## src/rtl/stream_mux_nx1_pkg.sv

```systemverilog
// Shared types and helpers for the N-to-1 streaming multiplexer.
//   mux_mode_e : selection mode (fixed select or round-robin)
//   next_idx   : modulo-wrap increment of a channel index
package stream_mux_pkg;

    typedef enum logic {
        MODE_FIXED = 1'b0,
        MODE_RR    = 1'b1
    } mux_mode_e;

    function automatic int unsigned next_idx(input int unsigned idx, input int unsigned n);
        return (idx + 1 >= n) ? 0 : idx + 1;
    endfunction

endpackage

```

## src/rtl/stream_mux_nx1_if.sv

```systemverilog
// Handshake/bus bundle for stream_mux_nx1.
//   mode, sel           : selection control (sel used only in fixed mode)
//   in_data/in_valid    : NUM_CH input channels, channel i at [i*WIDTH +: WIDTH]
//   in_ready            : per-channel ready back to the sources
//   out_data/out_ch     : registered output word and its source channel
//   out_valid/out_ready : output handshake
// master = the environment driving the mux, slave = the mux itself.
interface stream_mux_nx1_if #(
    parameter int unsigned NUM_CH = 4,
    parameter int unsigned WIDTH  = 8,
    parameter int unsigned SEL_W  = $clog2(NUM_CH)
);
    logic                    mode;
    logic [SEL_W-1:0]        sel;
    logic [NUM_CH*WIDTH-1:0] in_data;
    logic [NUM_CH-1:0]       in_valid;
    logic [NUM_CH-1:0]       in_ready;
    logic [WIDTH-1:0]        out_data;
    logic [SEL_W-1:0]        out_ch;
    logic                    out_valid;
    logic                    out_ready;

    modport master (
        output mode, sel, in_data, in_valid, out_ready,
        input  in_ready, out_data, out_ch, out_valid
    );

    modport slave (
        input  mode, sel, in_data, in_valid, out_ready,
        output in_ready, out_data, out_ch, out_valid
    );
endinterface

```

## src/rtl/stream_mux_nx1_rr_arbiter.sv

```systemverilog
// Round-robin arbiter owning the rotating priority pointer.
//   clk, rst_n  : clock, asynchronous active-low reset
//   req_i       : per-channel requests
//   ptr_i       : index of the channel that transferred this cycle
//   advance_i   : a round-robin transfer happened; move pointer past ptr_i
//   grant_o     : one-hot grant (first request at or after the pointer)
//   grant_idx_o : index of the granted channel
module rr_arbiter
    import stream_mux_pkg::*;
#(
    parameter int unsigned NUM_CH = 4,
    parameter int unsigned SEL_W  = $clog2(NUM_CH)
) (
    input  logic              clk,
    input  logic              rst_n,
    input  logic [NUM_CH-1:0] req_i,
    input  logic [SEL_W-1:0]  ptr_i,
    input  logic              advance_i,
    output logic [NUM_CH-1:0] grant_o,
    output logic [SEL_W-1:0]  grant_idx_o
);

    logic [SEL_W-1:0] rr_ptr_q, rr_ptr_d;
    logic [SEL_W-1:0] cand;
    logic             found;

    // Search rr_ptr, rr_ptr+1, ... wrapping at NUM_CH; first hit wins.
    always_comb begin
        grant_o     = '0;
        grant_idx_o = '0;
        found       = 1'b0;
        cand        = '0;
        for (int unsigned k = 0; k < NUM_CH; k++) begin
            cand = SEL_W'((32'(rr_ptr_q) + k >= NUM_CH) ? 32'(rr_ptr_q) + k - NUM_CH
                                                         : 32'(rr_ptr_q) + k);
            if (!found && req_i[cand]) begin
                found          = 1'b1;
                grant_o[cand]  = 1'b1;
                grant_idx_o    = cand;
            end
        end
    end

    always_comb begin
        rr_ptr_d = rr_ptr_q;
        if (advance_i) begin
            rr_ptr_d = SEL_W'(next_idx(32'(ptr_i), NUM_CH));
        end
    end

    always_ff @(posedge clk or negedge rst_n) begin
        if (!rst_n) begin
            rr_ptr_q <= '0;
        end else begin
            rr_ptr_q <= rr_ptr_d;
        end
    end

endmodule

```

## src/rtl/stream_mux_nx1.sv

```systemverilog
// Registered N-to-1 streaming multiplexer with fixed-select and round-robin
// modes. One-entry output register: 1-cycle latency, full throughput,
// full backpressure.
//   clk, rst_n : clock, asynchronous active-low reset
//   bus        : stream_mux_nx1_if slave modport (mode/sel, inputs, output)
module stream_mux_nx1
    import stream_mux_pkg::*;
#(
    parameter int unsigned NUM_CH = 4,
    parameter int unsigned WIDTH  = 8,
    parameter int unsigned SEL_W  = $clog2(NUM_CH)
) (
    input  logic            clk,
    input  logic            rst_n,
    stream_mux_nx1_if.slave bus
);

    mux_mode_e         mode_w;
    logic              load_en;
    logic              xfer;
    logic [NUM_CH-1:0] fixed_grant, rr_grant, grant;
    logic [SEL_W-1:0]  rr_idx, grant_idx;
    logic [WIDTH-1:0]  sel_data;

    logic              out_valid_q, out_valid_d;
    logic [WIDTH-1:0]  out_data_q,  out_data_d;
    logic [SEL_W-1:0]  out_ch_q,    out_ch_d;

    assign mode_w  = mux_mode_e'(bus.mode);
    assign load_en = !out_valid_q || bus.out_ready;

    // An out-of-range sel matches no channel, so it simply produces no grant.
    always_comb begin
        fixed_grant = '0;
        for (int unsigned i = 0; i < NUM_CH; i++) begin
            fixed_grant[i] = bus.in_valid[i] && (32'(bus.sel) == i);
        end
    end

    rr_arbiter #(
        .NUM_CH (NUM_CH),
        .SEL_W  (SEL_W)
    ) u_arb (
        .clk         (clk),
        .rst_n       (rst_n),
        .req_i       (bus.in_valid),
        .ptr_i       (rr_idx),
        .advance_i   (xfer && (mode_w == MODE_RR)),
        .grant_o     (rr_grant),
        .grant_idx_o (rr_idx)
    );

    assign grant     = (mode_w == MODE_RR) ? rr_grant : fixed_grant;
    assign grant_idx = (mode_w == MODE_RR) ? rr_idx   : bus.sel;

    // Grants only exist for valid channels, so any ready implies a transfer.
    assign bus.in_ready = grant & {NUM_CH{load_en}};
    assign xfer         = |bus.in_ready;

    // One-hot AND-OR data select keeps in_data off every ready path.
    always_comb begin
        sel_data = '0;
        for (int unsigned i = 0; i < NUM_CH; i++) begin
            if (grant[i]) begin
                sel_data = sel_data | bus.in_data[i*WIDTH +: WIDTH];
            end
        end
    end

    always_comb begin
        out_valid_d = out_valid_q;
        out_data_d  = out_data_q;
        out_ch_d    = out_ch_q;
        if (load_en) begin
            out_valid_d = xfer;
            if (xfer) begin
                out_data_d = sel_data;
                out_ch_d   = grant_idx;
            end
        end
    end

    always_ff @(posedge clk or negedge rst_n) begin
        if (!rst_n) begin
            out_valid_q <= 1'b0;
            out_data_q  <= '0;
            out_ch_q    <= '0;
        end else begin
            out_valid_q <= out_valid_d;
            out_data_q  <= out_data_d;
            out_ch_q    <= out_ch_d;
        end
    end

    assign bus.out_valid = out_valid_q;
    assign bus.out_data  = out_data_q;
    assign bus.out_ch    = out_ch_q;

endmodule

```

## src/flat_wrapper.sv

```systemverilog
// flat-port wrapper written by rule: the top's interface ports become plain ports
module stream_mux_nx1_flat import stream_mux_pkg::*;
#(
    parameter int unsigned NUM_CH = 4,
    parameter int unsigned WIDTH  = 8,
    parameter int unsigned SEL_W  = $clog2(NUM_CH)
)
  (clk, rst_n, bus_mode, bus_sel, bus_in_data, bus_in_valid, bus_out_ready, bus_in_ready, bus_out_data, bus_out_ch, bus_out_valid);
  stream_mux_nx1_if #(.NUM_CH(NUM_CH), .WIDTH(WIDTH), .SEL_W(SEL_W)) bus_i ();
  input  logic clk;
  input  logic rst_n;
  input wire logic [$bits(bus_i.mode)-1:0] bus_mode;
  input wire logic [$bits(bus_i.sel)-1:0] bus_sel;
  input wire logic [$bits(bus_i.in_data)-1:0] bus_in_data;
  input wire logic [$bits(bus_i.in_valid)-1:0] bus_in_valid;
  input wire logic [$bits(bus_i.out_ready)-1:0] bus_out_ready;
  output wire logic [$bits(bus_i.in_ready)-1:0] bus_in_ready;
  output wire logic [$bits(bus_i.out_data)-1:0] bus_out_data;
  output wire logic [$bits(bus_i.out_ch)-1:0] bus_out_ch;
  output wire logic [$bits(bus_i.out_valid)-1:0] bus_out_valid;
  assign bus_i.mode = bus_mode;
  assign bus_i.sel = bus_sel;
  assign bus_i.in_data = bus_in_data;
  assign bus_i.in_valid = bus_in_valid;
  assign bus_i.out_ready = bus_out_ready;
  assign bus_in_ready = bus_i.in_ready;
  assign bus_out_data = bus_i.out_data;
  assign bus_out_ch = bus_i.out_ch;
  assign bus_out_valid = bus_i.out_valid;
  stream_mux_nx1 #(.NUM_CH(NUM_CH), .WIDTH(WIDTH), .SEL_W(SEL_W)) u_core (.clk(clk), .rst_n(rst_n), .bus(bus_i));
endmodule
```

## config.mk

```make
export PLATFORM = sky130hd
export DESIGN_NAME = stream_mux_nx1_flat
export DESIGN_NICKNAME = d
export VERILOG_FILES = /design/src/rtl/stream_mux_nx1_pkg.sv /design/src/rtl/stream_mux_nx1_if.sv /design/src/rtl/stream_mux_nx1_rr_arbiter.sv /design/src/rtl/stream_mux_nx1.sv /design/src/flat_wrapper.sv
export SDC_FILE = /design/constraint.sdc
export NUM_CORES = 1
export LEC_CHECK = 0
export ABC_AREA = 1
export CAP_MARGIN = 20
export CORE_MARGIN = 10
export CORE_UTILIZATION = 48
export DETAILED_ROUTE_END_ITERATION = 12
export PLACE_DENSITY = 0.91
export RECOVER_POWER = 25
export SETUP_SLACK_MARGIN = 0.02
export SLEW_MARGIN = 20
export SYNTH_ARGS = -nofsm -noshare
export SYNTH_HDL_FRONTEND = slang
export SYNTH_HIERARCHICAL = 1
export SYNTH_SLANG_ARGS = --single-unit
export TNS_END_PERCENT = 5
```

## constraint.sdc

```tcl
create_clock -name clk -period 6.3 [get_ports clk]
set_input_delay 1.26 -clock clk [delete_from_list [all_inputs] [get_ports clk]]
set_output_delay 1.26 -clock clk [all_outputs]
set_load 0.01 [all_outputs]
```

After elaboration in Yosys (flattened, before gate mapping)
Index checks and enable logic that the tools add are counted.
- mux-type cells: 38
- equal/unequal tests: 3
- reductions and logical operators: 20
- $lt $le $gt $ge: 13
- bitwise operators: 7
- $add $sub $neg: 8
- operators with widths (kind ; number):
    $mux 8 ; 4
    $or 8x8->8 ; 3
    $mux 2 ; 10
    $mux 4 ; 5
    $ge 3x3->1 const B ; 4
    $logic_and 1x1->1 ; 12
    $lt 2x3->1 const B ; 4
    $or 4x4->4 ; 3
    $mux 1 ; 11
    $bmux 1 s2 ; 4
    $demux 1 s2 ; 4
    $ge 2x1->1 const B ; 4
    $sub 2x1->2 const B ; 4
    $add 2x1->3 const B ; 2
    $add 2x2->3 const B ; 2
    $and 4x4->4 ; 1
    $eq 2x2->1 const B ; 2
    $logic_not 1->1 ; 4
    $reduce_or 4->1 ; 1
    $ge 2x3->1 const B ; 1
    $eq 2x1->1 const B ; 1
    $logic_not 2->1 ; 1
    $reduce_and 2->1 ; 1
    $logic_or 1x1->1 ; 1
- bits of input ports: 42
- register bits after elaboration: 13
- output and inout bits: 15

Depth between registers and ports, before layout
Gate-level depths: netlist (run 1).
- word-level depth: 22
- gate-level depth with buffers: 20

Modules after synthesis
The synthesis (run 1) kept the hierarchy.
- by module, submodules not included (module ; sequential area each (um2) ; cells an instance ; times used ; area an instance (um2)):
    stream_mux_nx1 ; 275.3 ; 162 ; 1 ; 934.6
    rr_arbiter ; 50.0 ; 91 ; 1 ; 588.1

Worst setup path after synthesis (run 1)
No wires, ideal clock.
- path kind: input-to-output
- from: in bus_in_valid[3]
- to: out bus_in_ready[3]
- arrival time: 2.266 ns
- required time: 5.040 ns
- path slack: 2.774 ns
- cell stages on the path: 11
- cells stage by stage: inv_1 -> nand2_1 -> nand3_4 -> nand2_4 -> nor2_8 -> nand3_1 -> nand3_1 -> nand2_1 -> nand2_4 -> nand2_1 -> inv_1
- word-level cells in the longest chain between the ends: 14
- elaborated cells on any way between the ends: 27
- ends and longest elaborated chain (item ; RTL line ; text):
    from (decl) ; flat_wrapper.sv:15 ; input wire logic [$bits(bus_i.in_valid)-1:0] bus_in_valid;
    $bmux 1 s2 ; stream_mux_nx1_rr_arbiter.sv:36 ; if (!found && req_i[cand]) begin
    $mux 1 (implied by the code) ; stream_mux_nx1_rr_arbiter.sv:36 ;
    $mux 1 ; stream_mux_nx1_rr_arbiter.sv:36 ;
    $logic_not 1->1 ; stream_mux_nx1_rr_arbiter.sv:36 ;
    $logic_and 1x1->1 ; stream_mux_nx1_rr_arbiter.sv:36 ;
    $mux 1 ; stream_mux_nx1_rr_arbiter.sv:36 ;
    $logic_not 1->1 ; stream_mux_nx1_rr_arbiter.sv:36 ;
    $logic_and 1x1->1 ; stream_mux_nx1_rr_arbiter.sv:36 ;
    $mux 1 ; stream_mux_nx1_rr_arbiter.sv:36 ;
    $logic_not 1->1 ; stream_mux_nx1_rr_arbiter.sv:36 ;
    $logic_and 1x1->1 ; stream_mux_nx1_rr_arbiter.sv:36 ;
    $mux 4 (*) ; stream_mux_nx1_rr_arbiter.sv:36 ;
    net u_core.rr_grant[3] ; stream_mux_nx1.sv:21 ; logic [NUM_CH-1:0] fixed_grant, rr_grant, grant;
    $mux 4 (*) ; stream_mux_nx1.sv:53 ; assign grant = (mode_w == MODE_RR) ? rr_grant : fixed_grant;
    $and 4x4->4 (*) ; stream_mux_nx1.sv:57 ; assign bus.in_ready = grant & {NUM_CH{load_en}};
    to (decl) ; flat_wrapper.sv:17 ; output wire logic [$bits(bus_i.in_ready)-1:0] bus_in_ready;
Mark *: on every way through the listed nets, which the timed path passes. The rest lies on a longest branch. The select of a mux whose other input is x is not followed.

Final worst setup path (run 1)
- from: in bus_in_valid[1]
- to: out bus_in_ready[2]
The elaborated chain is that of the path after synthesis.

==> results.toml, run 1 <==
[run_status]
outcome = "complete, no violations"

[logic_synthesis]
synth_area_leaders = "nand2_1, dfrtp_1, inv_1, nand3_1, nand2_2"
syn_area_um2 = 1520
yosysTopAreaCell = "nand2_1"
syn_area_per_cell_um2 = 6.02
ys_seq_elements = 13
synth_cell_type_count = 20
seq_area_frac_synth_pct = 21.4
ys.warnings.count = 6
syn_nets = 301
synth_top_area_share_pct = 28.1
netlist_instances = 253

[clocking]
cts_sinks = 13
insertion_delay_ps = 260
cts_root_buffer = "clkbuf_4"
cts_setup_buffers = 0
clkSlewWorstSetupHoldPaths_ps = 70
cts_max_path_buffers = 2
ctsResizeCount = 0
numCtsBuffers = 3
cts_hold_buf = 0
cts_tree = "done"
htreeDepth = 1

[global_routing]
grt_pass1_wl_um = 7230
grt_pass1_vias = 1537
gr-total-overflow = 0
grt_max_degree = 14
antenna_found_initial = 0
track_usage_pct = 14.5

[min_path]
holdCritStartpoint = "u_core/bus.out_data[5]$_DFFE_PN0P_"
hold_path_end = "u_core/bus.out_data[5]$_DFFE_PN0P_"
hold-path-cell-count = 2
hp-class = "reg -> reg"

[critical_path]
r2r-start = "u_core/u_arb/rr_ptr_q[0]$_DFFE_PN0P_"
endpoint_kind = "output pin"
path_class = "in -> out"
r2r-end = "u_core/u_arb/rr_ptr_q[0]$_DFFE_PN0P_"
start_kind = "input pin"
worstPathArrival_ps = 3580
path_max_fanout = 10
r2r_slack_ps = 3410
ff2ff_path_depth = 16
required_ps = 5040

[pwr]
p_leak_nw = 1.14
power_density_nw_per_um2 = 458
totalPowerFinal_mw = 0.966
vdd_drop_max_v = 0.000252

[floorplanning]
die_y_um = 76.3
core-area_um2 = 3050
fp-row-count = 20
start_util_pct = 49.9
dieArea_um2 = 5830
die_w_um = 76.3
io-pin-count = 57

[detailed_routing]
wl_per_cell_um = 12.4
wl_um = 4370
drtPass1Iterations = 6
highest_layer = "met4"
wl_met1_um = 1840
wl_met2_um = 2210
wl_met3_um = 216
ant_nets = 0
drtIter0Drc = 81
drcViolationCount = 0
vias_per_cell = 4.72
dr_total_vias = 1667

[final_layout]
multi_input_area_um2 = 995
final_nets = 358
final_util_pct = 69.1
drive_above_1_share_pct = 11.3
fillers = 277
postLayoutCellArea_um2 = 2110
regArea_um2 = 325
antenna_cells = 0
areaGrowthSynthToFinish_pct = 38.6

[timing]
fin_setup_tns_ps = 0
skew_ps = 0.869
max_slew_margin_pct = 65.2
tightest_slew_ps = 520
maxSlewViolCount = 0
max_freq_ghz = 0.207
setup_viol = 0
finalCritPeriodShare_pct = 76.8
hold_viol = 0
rsz0062_at_grt = "false"
holdWs_ps = 477
period_needed_ps = 4840

[place]
place.gp.congestion = 0.901
portBuffers = 56
post_dp_cell_area_um2 = 2080
hpwl_um = 3750

[run]
drv_cap = 0
## kinds of logic after synthesis
logic type      share of synthesized area [%]
fa+ha+maj                                4.93
flops                                    21.4
simple gates                             54.8
compound gates                           5.59
buf+inv                                  13.3
## cell usage in the layout, fill, tap and decap left out, drive strengths merged
cell type	count
nand3	24
inv	39
clkbuf	4
dfrtp	13
a21boi	4
nor2	16
clkdlybuf4s50	55
dlygate4sd3	1
o21ai	6
nand2	136
a21oi	5
ha	6
## flip-flops by register name, summed over array words and instances (netlist names)
| name | flops |
|---|---|
| u_core/bus.out_ch | 2 |
| u_core/bus.out_valid | 1 |
| u_core/bus.out_data | 8 |
| u_core/u_arb/rr_ptr_q | 2 |
## through the flow
step / instances / worst slack (ps)
finish: 353 / 1460
global route: 353 / 1290
CTS: 353 / 1490
detailed placement: 349 / 1490
global placement: 349 / 1580
floorplan: 253 / 2770
## Yosys cell counts
cell type	count
nor2_2	2
dfrtp_1	13
nor2_8	1
buf_6	3
inv_1	36
inv_4	1
o21ai_0	6
a21oi_1	5
buf_12	1
inv_2	2
nand3_4	1
nand2_4	7
nor2_4	2
nor2_1	11
nand3_2	1
a21boi_0	4
ha_1	6
nand2_1	114
nand3_1	22
nand2_2	15
## worst max path at each step
stage,depth (start not counted),startpoint,end
floorplan,11,bus_in_valid[3],bus_in_ready[3]
global placement,13,bus_in_valid[1],bus_in_ready[2]
detailed placement,13,bus_in_valid[1],bus_in_ready[2]
CTS,13,bus_in_valid[1],bus_in_ready[2]
global route,13,bus_in_valid[1],bus_in_ready[3]
finish,13,bus_in_valid[1],bus_in_ready[2]
## layer usage
metal	track usage, %	vias to the layer above
li1	-	878
met1	16.4	724
met2	25.7	55
met4	6.69	0
met3	2.59	10
met5	0	-
## worst max-delay path, cell delays in order
cell             delay (ps)
clkdlybuf4s50_1         480
nand2_1                 140
nand2_1                 100
nand2_2                 140
nand2_4                 100
nor2_8                  170
nand3_1                 100
nand3_1                 100
nand2_1                  90
nand2_4                 170
nand2_1                 100
inv_1                    70
clkdlybuf4s50_1         550
## layout make-up
cell class | instances | share of cell area (%)
sequential | 13 | 15.4
inverter | 39 | 7.05
multi-input combinational | 197 | 47.1
timing repair buffer | 56 | 26.6
tap | 44 | 2.61
clock buffer | 4 | 1.24
## power by group
| group | leakage, nW | total, mW | switching, mW | internal [mW] |
|---|---|---|---|---|
| logic | 0.961 | 0.762 | 0.470 | 0.292 |
| clock network | 0.0150 | 0.0476 | 0.0231 | 0.0245 |
| registers | 0.164 | 0.157 | 0.0333 | 0.123 |
| total | 1.14 | 0.966 | 0.526 | 0.440 |
(Power assumes the default switching activity.)
==> run 2, diff against run 1 <==
CORE_UTILIZATION = 40   (was 48)
PLACE_DENSITY = 0.81   (was 0.91)
clock period = 4.2 ns   (was 6.3 ns; I/O delays follow)
==> results.toml, run 2 (synthesized netlist as in run 1, its figures left out) <==
[run_status]
outcome = "complete, no violations"

[critical_path]
endpoint_kind = "output pin"
worstPathArrival_ps = 3120
path_max_fanout = 10
required_ps = 3360
slowest_stage = "clkdlybuf4s50_1"
path_class = "in -> out"
start_kind = "input pin"
crit_top_cell = "nand2_1"
ff2ff_path_depth = 16
path_cells = "clkdlybuf4s50_1 > inv_1 > nand2_1 > nand3_4 > nand2_4 > nor2_8 > nand3_1 > nand3_1 > nand2_1 > nand2_4 > nand2_1 > inv_1 > clkdlybuf4s50_1"
cp_slowest_stage_delay_ps = 550

[timing]
setup_viol = 0
period_needed_ps = 3960
fin_setup_tns_ps = 0
worst_slack_ps = 244
tightest_slew_ps = 539
finalCritPeriodShare_pct = 94.2
max_freq_ghz = 0.253
holdWs_ps = 482
hold_viol = 0
max_slew_margin_pct = 64.0
rsz0062_at_grt = "false"
skew_ps = 3.11
maxSlewViolCount = 0

[floorplanning]
dieArea_um2 = 6670
die_y_um = 81.7
start_util_pct = 41.6
die_w_um = 81.7
io-pin-count = 57
core-area_um2 = 3660
fp-row-count = 22

[detailed_routing]
wl_met3_um = 319
dr_total_vias = 1665
wl_met2_um = 2170
wl_per_cell_um = 12.6
vias_per_cell = 4.66
wl_met1_um = 1930
drtPass1Iterations = 4
highest_layer = "met4"
drtIter0Drc = 161
drcViolationCount = 0
ant_nets = 0
wl_um = 4510

[pwr]
p_leak_nw = 1.15
vdd_drop_max_v = 0.000409
power_density_nw_per_um2 = 698
seqPwrFrac_pct = 15.8
combPwrFrac_pct = 76.8
p_switching_mw = 0.800
pwr-share-clk_pct = 7.4
totalPowerFinal_mw = 1.49
p_sw_share_pct = 53.7
p_int_mw = 0.691

[min_path]
hp-class = "reg -> reg"
hold-path-cell-count = 2

[place]
place.gp.congestion = 0.873
dp_worst_setup_slack_ps = 254
hpwl_um = 3750
post_dp_cell_area_um2 = 2090
portBuffers = 56
post-place-cells = 353

[global_routing]
grt_pass1_vias = 1614
gr-total-overflow = 0
grt_pass1_wl_um = 7290
track_usage_pct = 13.6
grt_max_degree = 14
antenna_found_initial = 0

[clocking]
ctsResizeCount = 0
cts_sinks = 13
numCtsBuffers = 3
cts_setup_buffers = 0
clkSlewWorstSetupHoldPaths_ps = 50
insertion_delay_ps = 240
cts_hold_buf = 0
cts_tree = "done"
cts_max_path_buffers = 2
cts_root_buffer = "clkbuf_8"
htreeDepth = 1

[final_layout]
postLayoutCellArea_um2 = 2130
drive_above_1_share_pct = 11.3
final_nets = 358
finalNonFillerCells = 357
final_util_pct = 58.3
mostFrequentLayoutCell = "nand2_1"
final_cell_mix = "nand2_1, clkdlybuf4s50_1, inv_1"
antenna_cells = 0
largest_register_ff_count = 8
areaGrowthSynthToFinish_pct = 40.2

[run]
drv_cap = 0
## run 2: final timing paths
path                                                      start                                   end  slack (ps)
min in group asynchronous                                 rst_n    u_core/bus.out_data[2]$_DFFE_PN0P_        1020
setup reg to reg           u_core/u_arb/rr_ptr_q[0]$_DFFE_PN0P_  u_core/u_arb/rr_ptr_q[0]$_DFFE_PN0P_        1350
hold reg to reg              u_core/bus.out_data[4]$_DFFE_PN0P_    u_core/bus.out_data[4]$_DFFE_PN0P_         480
hold / removal               u_core/bus.out_data[4]$_DFFE_PN0P_    u_core/bus.out_data[4]$_DFFE_PN0P_         480
max in group asynchronous                                 rst_n    u_core/bus.out_data[0]$_DFFE_PN0P_        2830
setup / recovery                                bus_in_valid[3]                       bus_in_ready[2]         240
## run 2: critical path: cells and delay by family
family / cells / cell delay (ps)
AND/OR/NAND/NOR: 9 / 1050
buffers and inverters: 4 / 1220
## run 2: area by class of cell
type	count	area (um^2)
Multi-Input combinational cell	197	995
Timing Repair Buffer	56	561
Clock buffer	4	45.0
Sequential cell	13	325
Fill cell	346	1530
Tap cell	48	60.1
Inverter	39	149
## run 2: per-layer routing
layer / vias to the layer above / track usage [%]
met4: 0 / 5.78
met3: 7 / 3.06
met5: - / 0
met1: 739 / 16.7
li1: 871 / -
met2: 48 / 22.4
## run 2: power by group through the flow
stage                     Clock (mW)  Sequential [mW]  Combinational (mW)
final                          0.110            0.236                1.14
after global routing           0.121            0.244                1.30
after CTS                      0.114            0.236                1.15
after detailed placement           0            0.237                1.14
after global placement             0            0.235                1.13
after floorplan                    0            0.243               0.836
==> run 3, diff against run 2 <==
CORE_UTILIZATION = 48   (was 40)
PLACE_DENSITY = 0.91   (was 0.81)
clock period = 5.05 ns   (was 4.2 ns; I/O delays follow)
==> results.toml, run 3 (synthesized netlist as in run 1, its figures left out) <==
[clocking]
cts_root_buffer = "clkbuf_4"
cts_tree = "done"
insertion_delay_ps = 270
cts_sinks = 13
ctsResizeCount = 0
cts_max_path_buffers = 2
htreeDepth = 1
numCtsBuffers = 3
cts_setup_buffers = 0
clkSlewWorstSetupHoldPaths_ps = 70
cts_hold_buf = 0

[timing]
max_freq_ghz = 0.231
rsz0062_at_grt = "false"
tightest_slew_ps = 522
holdWs_ps = 479
skew_ps = 1.16
setup_viol = 0
hold_viol = 0
max_slew_margin_pct = 65.1
maxSlewViolCount = 0
worst_slack_ps = 730
finalCritPeriodShare_pct = 85.6
fin_setup_tns_ps = 0
period_needed_ps = 4320

[critical_path]
endpoint_kind = "output pin"
required_ps = 4040
critPathBufInv = 3
cp_slowest_stage_delay_ps = 550
r2r_slack_ps = 2190
start_kind = "input pin"
slowest_stage = "clkdlybuf4s50_1"
worstPathArrival_ps = 3310
cpLargestDelayFamily = "simple AND/OR/NAND/NOR gates"
path_max_fanout = 10
critical_path.startpoint = "bus_in_valid[1]"
crit_top_cell = "nand2_1"
path_cells = "clkdlybuf4s50_1 > nand2_1 > nand2_1 > nand2_2 > nand2_4 > nor2_8 > nand3_1 > nand3_1 > nand2_1 > nand2_4 > nand2_1 > inv_1 > clkdlybuf4s50_1"
ff2ff_path_depth = 16
r2r-end = "u_core/u_arb/rr_ptr_q[0]$_DFFE_PN0P_"
path_class = "in -> out"
r2r-start = "u_core/u_arb/rr_ptr_q[0]$_DFFE_PN0P_"

[min_path]
holdCritStartpoint = "u_core/bus.out_data[5]$_DFFE_PN0P_"
hold-path-cell-count = 2
hold_path_end = "u_core/bus.out_data[5]$_DFFE_PN0P_"
hp-class = "reg -> reg"

[final_layout]
areaGrowthSynthToFinish_pct = 38.6
antenna_cells = 0
drive_above_1_share_pct = 11.3
largest_register_ff_count = 8
mostFrequentLayoutCell = "nand2_1"
final_nets = 358
final_cell_mix = "nand2_1, clkdlybuf4s50_1, inv_1"

[global_routing]
track_usage_pct = 14.9
grt_max_degree = 14
gr-total-overflow = 0
grt_pass1_wl_um = 7350
grt_pass1_vias = 1545
antenna_found_initial = 0

[pwr]
p_leak_nw = 1.14
combPwrFrac_pct = 78.7
vdd_drop_max_v = 0.000320
seqPwrFrac_pct = 16.2
p_int_mw = 0.549
power_density_nw_per_um2 = 572
pwr-share-clk_pct = 5.1
p_switching_mw = 0.659
p_sw_share_pct = 54.6

[detailed_routing]
drtIter0Drc = 109
wl_per_cell_um = 12.6
dr_total_vias = 1699
drtPass1Iterations = 4
wl_um = 4440
vias_per_cell = 4.81
drcViolationCount = 0
ant_nets = 0

[run_status]
outcome = "complete, no violations"

[place]
portBuffers = 56
hpwl_um = 3720
place.gp.congestion = 0.901
dp_worst_setup_slack_ps = 753

[floorplanning]
io-pin-count = 57
fp-row-count = 20
die_y_um = 76.3
start_util_pct = 49.9
dieArea_um2 = 5830
die_w_um = 76.3
core-area_um2 = 3050

[run]
drv_cap = 0
## run 3: cell types whose count changed in the layout (fill, tap and decap cells not counted)
cell / change
clkbuf_4: +3
clkbuf_8: -3
## run 3: final cells by class
cell class                      count  area [um^2]
Multi-Input combinational cell    197          995
Fill cell                         287          942
Timing Repair Buffer               56          561
Sequential cell                    13          325
Inverter                           39          149
Tap cell                           44         55.1
Clock buffer                        4         26.3
## run 3: tightest hold or removal path: cells and delay by family, from the launching register on
kind	cells	cell delay [ps]
and+or+nand+nor	2	100
DFF	1	340
## run 3: how the worst max path moves through the flow
stage | cells past startpoint | endpoint | slack (ps)
finish | 13 | bus_in_ready[2] | 730
global route | 13 | bus_in_ready[2] | 590
CTS | 13 | bus_in_ready[2] | 750
detailed placement | 13 | bus_in_ready[2] | 750
global placement | 13 | bus_in_ready[2] | 830
floorplan | 11 | bus_in_ready[3] | 2020
## run 3: stage by stage
step	cells	total power [mW]	util [%]	cell area, um^2
finish	353	1.21	69.1	2110
global route	353	1.34	69.1	2110
CTS	353	1.21	69.1	2110
detailed placement	349	1.13	68.3	2080
global placement	349	1.11	68.3	2080
floorplan	253	0.897	-	1520
## run 3: power groups by stage
stage / Sequential (mW) / Clock [mW] / Combinational [mW]
4_1_cts: 0.195 / 0.0637 / 0.949
6_report: 0.196 / 0.0616 / 0.951
3_5_place_dp: 0.196 / 0 / 0.938
2_1_floorplan: 0.202 / 0 / 0.695
5_1_grt: 0.202 / 0.0676 / 1.07
3_3_place_gp: 0.194 / 0 / 0.914
## run 3: per-layer routing
layer | wire length, um | vias up | track usage [%]
li1 | - | 877 | -
met1 | 1850 | 763 | 16.6
met2 | 2320 | 53 | 26.7
met3 | 205 | 6 | 2.48
met4 | 70 | 0 | 7.06
met5 | 0 | - | 0
